--- src/rtl/kronos_types.sv ---
// Kronos shared types.
// Memory arbiter ownership and state encoding.
package kronos_types;

  localparam int unsigned RUN_W = 4;

  typedef enum logic [1:0] {
    IDLE   = 2'd0,
    BUSY_I = 2'd1,
    BUSY_D = 2'd2
  } arb_state_t;

endpackage

--- src/rtl/kronos_mem_arb.sv ---
// Kronos memory arbiter: fetch and load/store ports
// sharing one single-port memory.
import kronos_types::*;

module kronos_mem_arb #(
  parameter int unsigned MAX_DATA_RUN = 4
) (
  input  logic        clk,
  input  logic        rstz,
  input  logic [31:0] instr_addr,
  input  logic        instr_req,
  output logic        instr_gnt,
  output logic [31:0] instr_data,
  input  logic [31:0] data_addr,
  input  logic [31:0] data_wdata,
  input  logic [3:0]  data_mask,
  input  logic        data_wr_en,
  input  logic        data_req,
  output logic        data_gnt,
  output logic [31:0] data_rdata,
  output logic [31:0] mem_addr,
  output logic [31:0] mem_wdata,
  output logic [3:0]  mem_mask,
  output logic        mem_wr_en,
  output logic        mem_req,
  input  logic        mem_gnt,
  input  logic [31:0] mem_rdata
);

  localparam logic [RUN_W-1:0] RUN_MAX =
    RUN_W'(MAX_DATA_RUN);

  arb_state_t       state;
  arb_state_t       state_nxt;
  arb_state_t       owner;
  logic [RUN_W-1:0] run_cnt;
  logic             run_ok;
  logic             sel_i;
  logic             sel_d;

  assign run_ok = run_cnt < RUN_MAX;

  // Busy states hold the latched owner; idle picks combinationally
  always_comb begin
    owner = IDLE;
    unique case (state)
      BUSY_I: owner = BUSY_I;
      BUSY_D: owner = BUSY_D;
      default: begin
        if (data_req && run_ok)
          owner = BUSY_D;
        else if (instr_req)
          owner = BUSY_I;
        else if (data_req)
          owner = BUSY_D;
      end
    endcase
  end

  always_comb begin
    state_nxt = state;
    if (state == IDLE) begin
      if (owner != IDLE && !mem_gnt)
        state_nxt = owner;
    end else if (mem_gnt) begin
      state_nxt = IDLE;
    end
  end

  always_ff @(posedge clk or negedge rstz) begin
    if (!rstz)
      state <= IDLE;
    else
      state <= state_nxt;
  end

  assign sel_i = (owner == BUSY_I);
  assign sel_d = (owner == BUSY_D);

  assign mem_req   = sel_i | sel_d;
  assign instr_gnt = mem_gnt & sel_i;
  assign data_gnt  = mem_gnt & sel_d;

  assign instr_data = mem_rdata;
  assign data_rdata = mem_rdata;

  // Fetches never write, whatever the data port is holding
  always_comb begin
    mem_addr  = '0;
    mem_wdata = '0;
    mem_mask  = '0;
    mem_wr_en = 1'b0;
    unique case (1'b1)
      sel_d: begin
        mem_addr  = data_addr;
        mem_wdata = data_wdata;
        mem_mask  = data_mask;
        mem_wr_en = data_wr_en;
      end
      sel_i: begin
        mem_addr  = instr_addr;
      end
      default: ;
    endcase
  end

  // Bounds how long a waiting fetch can be starved by data traffic
  always_ff @(posedge clk or negedge rstz) begin
    if (!rstz)
      run_cnt <= '0;
    else if (!instr_req || instr_gnt)
      run_cnt <= '0;
    else if (data_gnt && run_ok)
      run_cnt <= run_cnt + 1'b1;
  end

endmodule
--- config.mk ---
export PLATFORM = sky130hd
export DESIGN_NAME = kronos_mem_arb
export DESIGN_NICKNAME = d
export VERILOG_FILES = /design/src/rtl/kronos_types.sv /design/src/rtl/kronos_mem_arb.sv
export SDC_FILE = /design/constraint.sdc
export NUM_CORES = 1
export LEC_CHECK = 0
export ABC_AREA = 1
export CAP_MARGIN = 20
export CORE_AREA = 2 2 105 107
export DETAILED_ROUTE_END_ITERATION = 8
export DIE_AREA = 0 0 107 109
export PLACE_DENSITY_LB_ADDON = 0.15
export SYNTH_ARGS = -nofsm -noshare
export SYNTH_HDL_FRONTEND = slang
export SYNTH_SLANG_ARGS = --single-unit
--- constraint.sdc ---
create_clock -name clk -period 3.6 [get_ports clk]
set_input_delay 0.72 -clock clk [delete_from_list [all_inputs] [get_ports clk]]
set_output_delay 0.72 -clock clk [all_outputs]
set_load 0.02 [all_outputs]
==> results.cfg <==
[clock_network]
clk_pin_slew_ns = 0.03
ctsLongestPathBuffers = 2
cts_num_sinks = 6
cts_tree = done
clock_tree.htree_level_count = 1
postCtsSetupRepairBufs = 0
cts_hold_buf = 0
root_buffer_selected_by_cts = sky130_fd_sc_hd__clkbuf_8
clk-insertion-delay-late_ns = 0.22
cts-buffers-inserted = 3

[worst_setup_path]
timing.critical_path.mode_cell = sky130_fd_sc_hd__inv_1
critical-path-slowest-cell = sky130_fd_sc_hd__clkdlybuf4s50_1
cp_cell_sequence = clkdlybuf4s50_1 -> inv_1 -> nor2_1 -> nand2_1 -> nand2_1 -> inv_1 -> ha_1 -> buf_6 -> inv_1 -> clkdlybuf4s50_1
endpoint_kind = output pin
critical_path_class = in -> out
path_max_fanout = 25
req_time_crit_path_ns = 2.88
critical_path_arrival_ns = 2.73
cp-start-kind = input pin
crit_path_max_incr_delay_ns = 0.63

[logic_synthesis]
post_synthesis_async_set_or_reset_flop_share_pct = 100
yosys_register_bits = 6
avgSynthCellArea_um2 = 5.50
synthDominantCellAreaShare_pct = 29.3
ys_top_cells_by_area = sky130_fd_sc_hd__buf_4 29%, sky130_fd_sc_hd__nand2_1 26%, sky130_fd_sc_hd__inv_1 11%, sky130_fd_sc_hd__a21oi_1 9.9%, sky130_fd_sc_hd__dfrtp_1 8.8%
unique_masters_post_synth = 17
synth-edff-count = 0
synth_top_area_cell = sky130_fd_sc_hd__buf_4
ranking_of_synthesized_cells_by_instance_count = 119 x sky130_fd_sc_hd__nand2_1, 67 x sky130_fd_sc_hd__buf_4, 50 x sky130_fd_sc_hd__inv_1
synth.yosys.warnings = 0
syn-cell-area_um2 = 1720
gate_count_post_synth = 312
synth_top_flop_cell = sky130_fd_sc_hd__dfrtp_1
synth.most_common_cell = sky130_fd_sc_hd__nand2_1
synth_nets = 457
synth_sequential_area_ratio_pct = 8.75

[placed_design]
dp_hpwl_um = 6700
gp_congestion = 0.851
place.port_buffers = 177

[outcome]
status = finished, final reports clean

[detailed_routing]
drt_pre_antenna_iters = 4
route.vias.total = 2066
postRouteAntennaNets = 0
drt_iter0_markers = 103
avgRoutedWirePerCell_um = 14.5
drt-total-wl_um = 8100
route.detailed.vias_per_inst = 3.69
remaining_drc_errors = 0

[timing]
layout_worst_path_cycle_share_pct = 95.9
final_hold_viol_count = 0
setup_viol = 0
max_clock_freq_mhz = 290
slew_headroom_pct = 80.4
clock-skew-final_ns = 0.000590
hold_slack_ns = 0.542
report.final.slew_viol_count = 0
finalCriticalPeriod_ns = 3.45
transition_time_at_the_pin_with_the_least_slew_margin_ns = 0.296
unrepaired_setup_endpoints_after_global_routing = no

[floorplan]
die-width_um = 107
die-height_um = 109
start_util_pct = 16.2
num_io_pins = 274
fp.coreArea_um2 = 10600
row_count = 38
die_area_um2 = 11700

[final_layout]
fin_nets = 567
post-route-util_pct = 31.6
final-seq-area_um2 = 150
area_delta_synth_final_pct = 95.4
final_layout_size_suffix_gt1_share_pct = 4.29
diodes = 0
total_area_of_multi_input_combinational_cells_um2 = 787
final.fill_count = 1159

[worst_hold_path]
hold_class = reg -> reg

[grt]
antenna_found_initial = 0
wire_length_of_the_first_global_routing_pass_um = 10900
largest_net_degree_at_the_start_of_global_routing = 40
via_count_of_the_first_global_routing_pass = 1979
grt_use_total_pct = 12.0
grt-ovfl-total = 0

[power_and_ir_drop]
power_leakage_nw = 2.27
pwr_density_cell_nw_per_um2 = 614
worst_ir_drop_vdd_mv = 0.255
finalPower_mw = 2.06

[job]
max_cap_viol_count = 0
metal layers:
| layer | up-vias | wire length [um] | track usage (%) |
|---|---|---|---|
| met5 | - | 0 | 0 |
| met4 | 0 | 89 | 2.60 |
| met3 | 12 | 749 | 3.95 |
| met2 | 120 | 4180 | 21.6 |
| met1 | 869 | 3080 | 14.0 |
| li1 | 1065 | - | - |
cells in the final DEF, fill, tap and decap left out, drive strengths merged:
| cell type | instances |
|---|---|
| dlymetal6s2s | 45 |
| a21oi | 34 |
| clkdlybuf4s50 | 127 |
| dfrtp | 6 |
| ha | 7 |
| nor2 | 9 |
| inv | 52 |
| dlygate4sd2 | 4 |
| o21ai | 2 |
| o211ai | 2 |
| buf | 9 |
| clkbuf | 3 |
| nand2 | 120 |
report_power, final:
part           switching [mW]  internal [mW]  total (mW)
combinational            1.05          0.819        1.87
sequential            0.00881         0.0805      0.0893
clock                  0.0256         0.0715      0.0971
final timing paths:
check	slack (ns)	to	depth (start not counted)	start
min in group asynchronous	0.74	run_cnt[2]	1	rstz
setup reg to reg	1.54	run_cnt[2]	13	state[0]
setup / recovery	0.15	mem_req	10	data_req
hold reg to reg	0.54	run_cnt[1]	2	run_cnt[1]
max in group asynchronous	2.65	run_cnt[3]	1	rstz
hold / removal	0.54	run_cnt[1]	2	run_cnt[1]
metrics by stage:
stage	std cells	setup TNS (ns)	setup WS, ns	cell area, um2
floorplan	312	0	0.951	1720
detailed placement	557	-0.0400	-0.0361	3200
CTS	560	0	0.000290	3240
global placement	557	-0.169	-0.0630	3200
finish	560	0	0.149	3350
global route	560	0	0.00801	3350
area by class of cell:
type                    instances  area share (%)
clock buffers                   3            1.23
inverters                      52            5.82
multi-input cells             174            23.5
flip-flops and latches          6            4.48
well taps                     140            5.23
repair buffers                185            59.8
state kept, by name, summed over array words and instances (netlist names):
signal / cells
run_cnt: 4
state: 2
timing repair:
| action | in CTS | in global routing |
|---|---|---|
| resized for setup | 4 | 46 |
| cloned | 0 | 0 |
| setup endpoints to repair | 4 | 46 |
cells by family after synthesis:
group                    synth area share, %
buffers and inverters                   45.5
AND/OR/NAND/NOR                         29.2
adder cells (fa/ha/maj)                 5.11
AO/OA/AOI/OAI                           11.4
flip-flops                              8.75
worst max-delay path, delay by kind of cell:
kind                       cells  cell delay [ns]
adders and majority gates      1             0.30
and+or+nand+nor                3             0.24
buffers and inverters          6             1.46
Power figures use the tool's default switching activity.
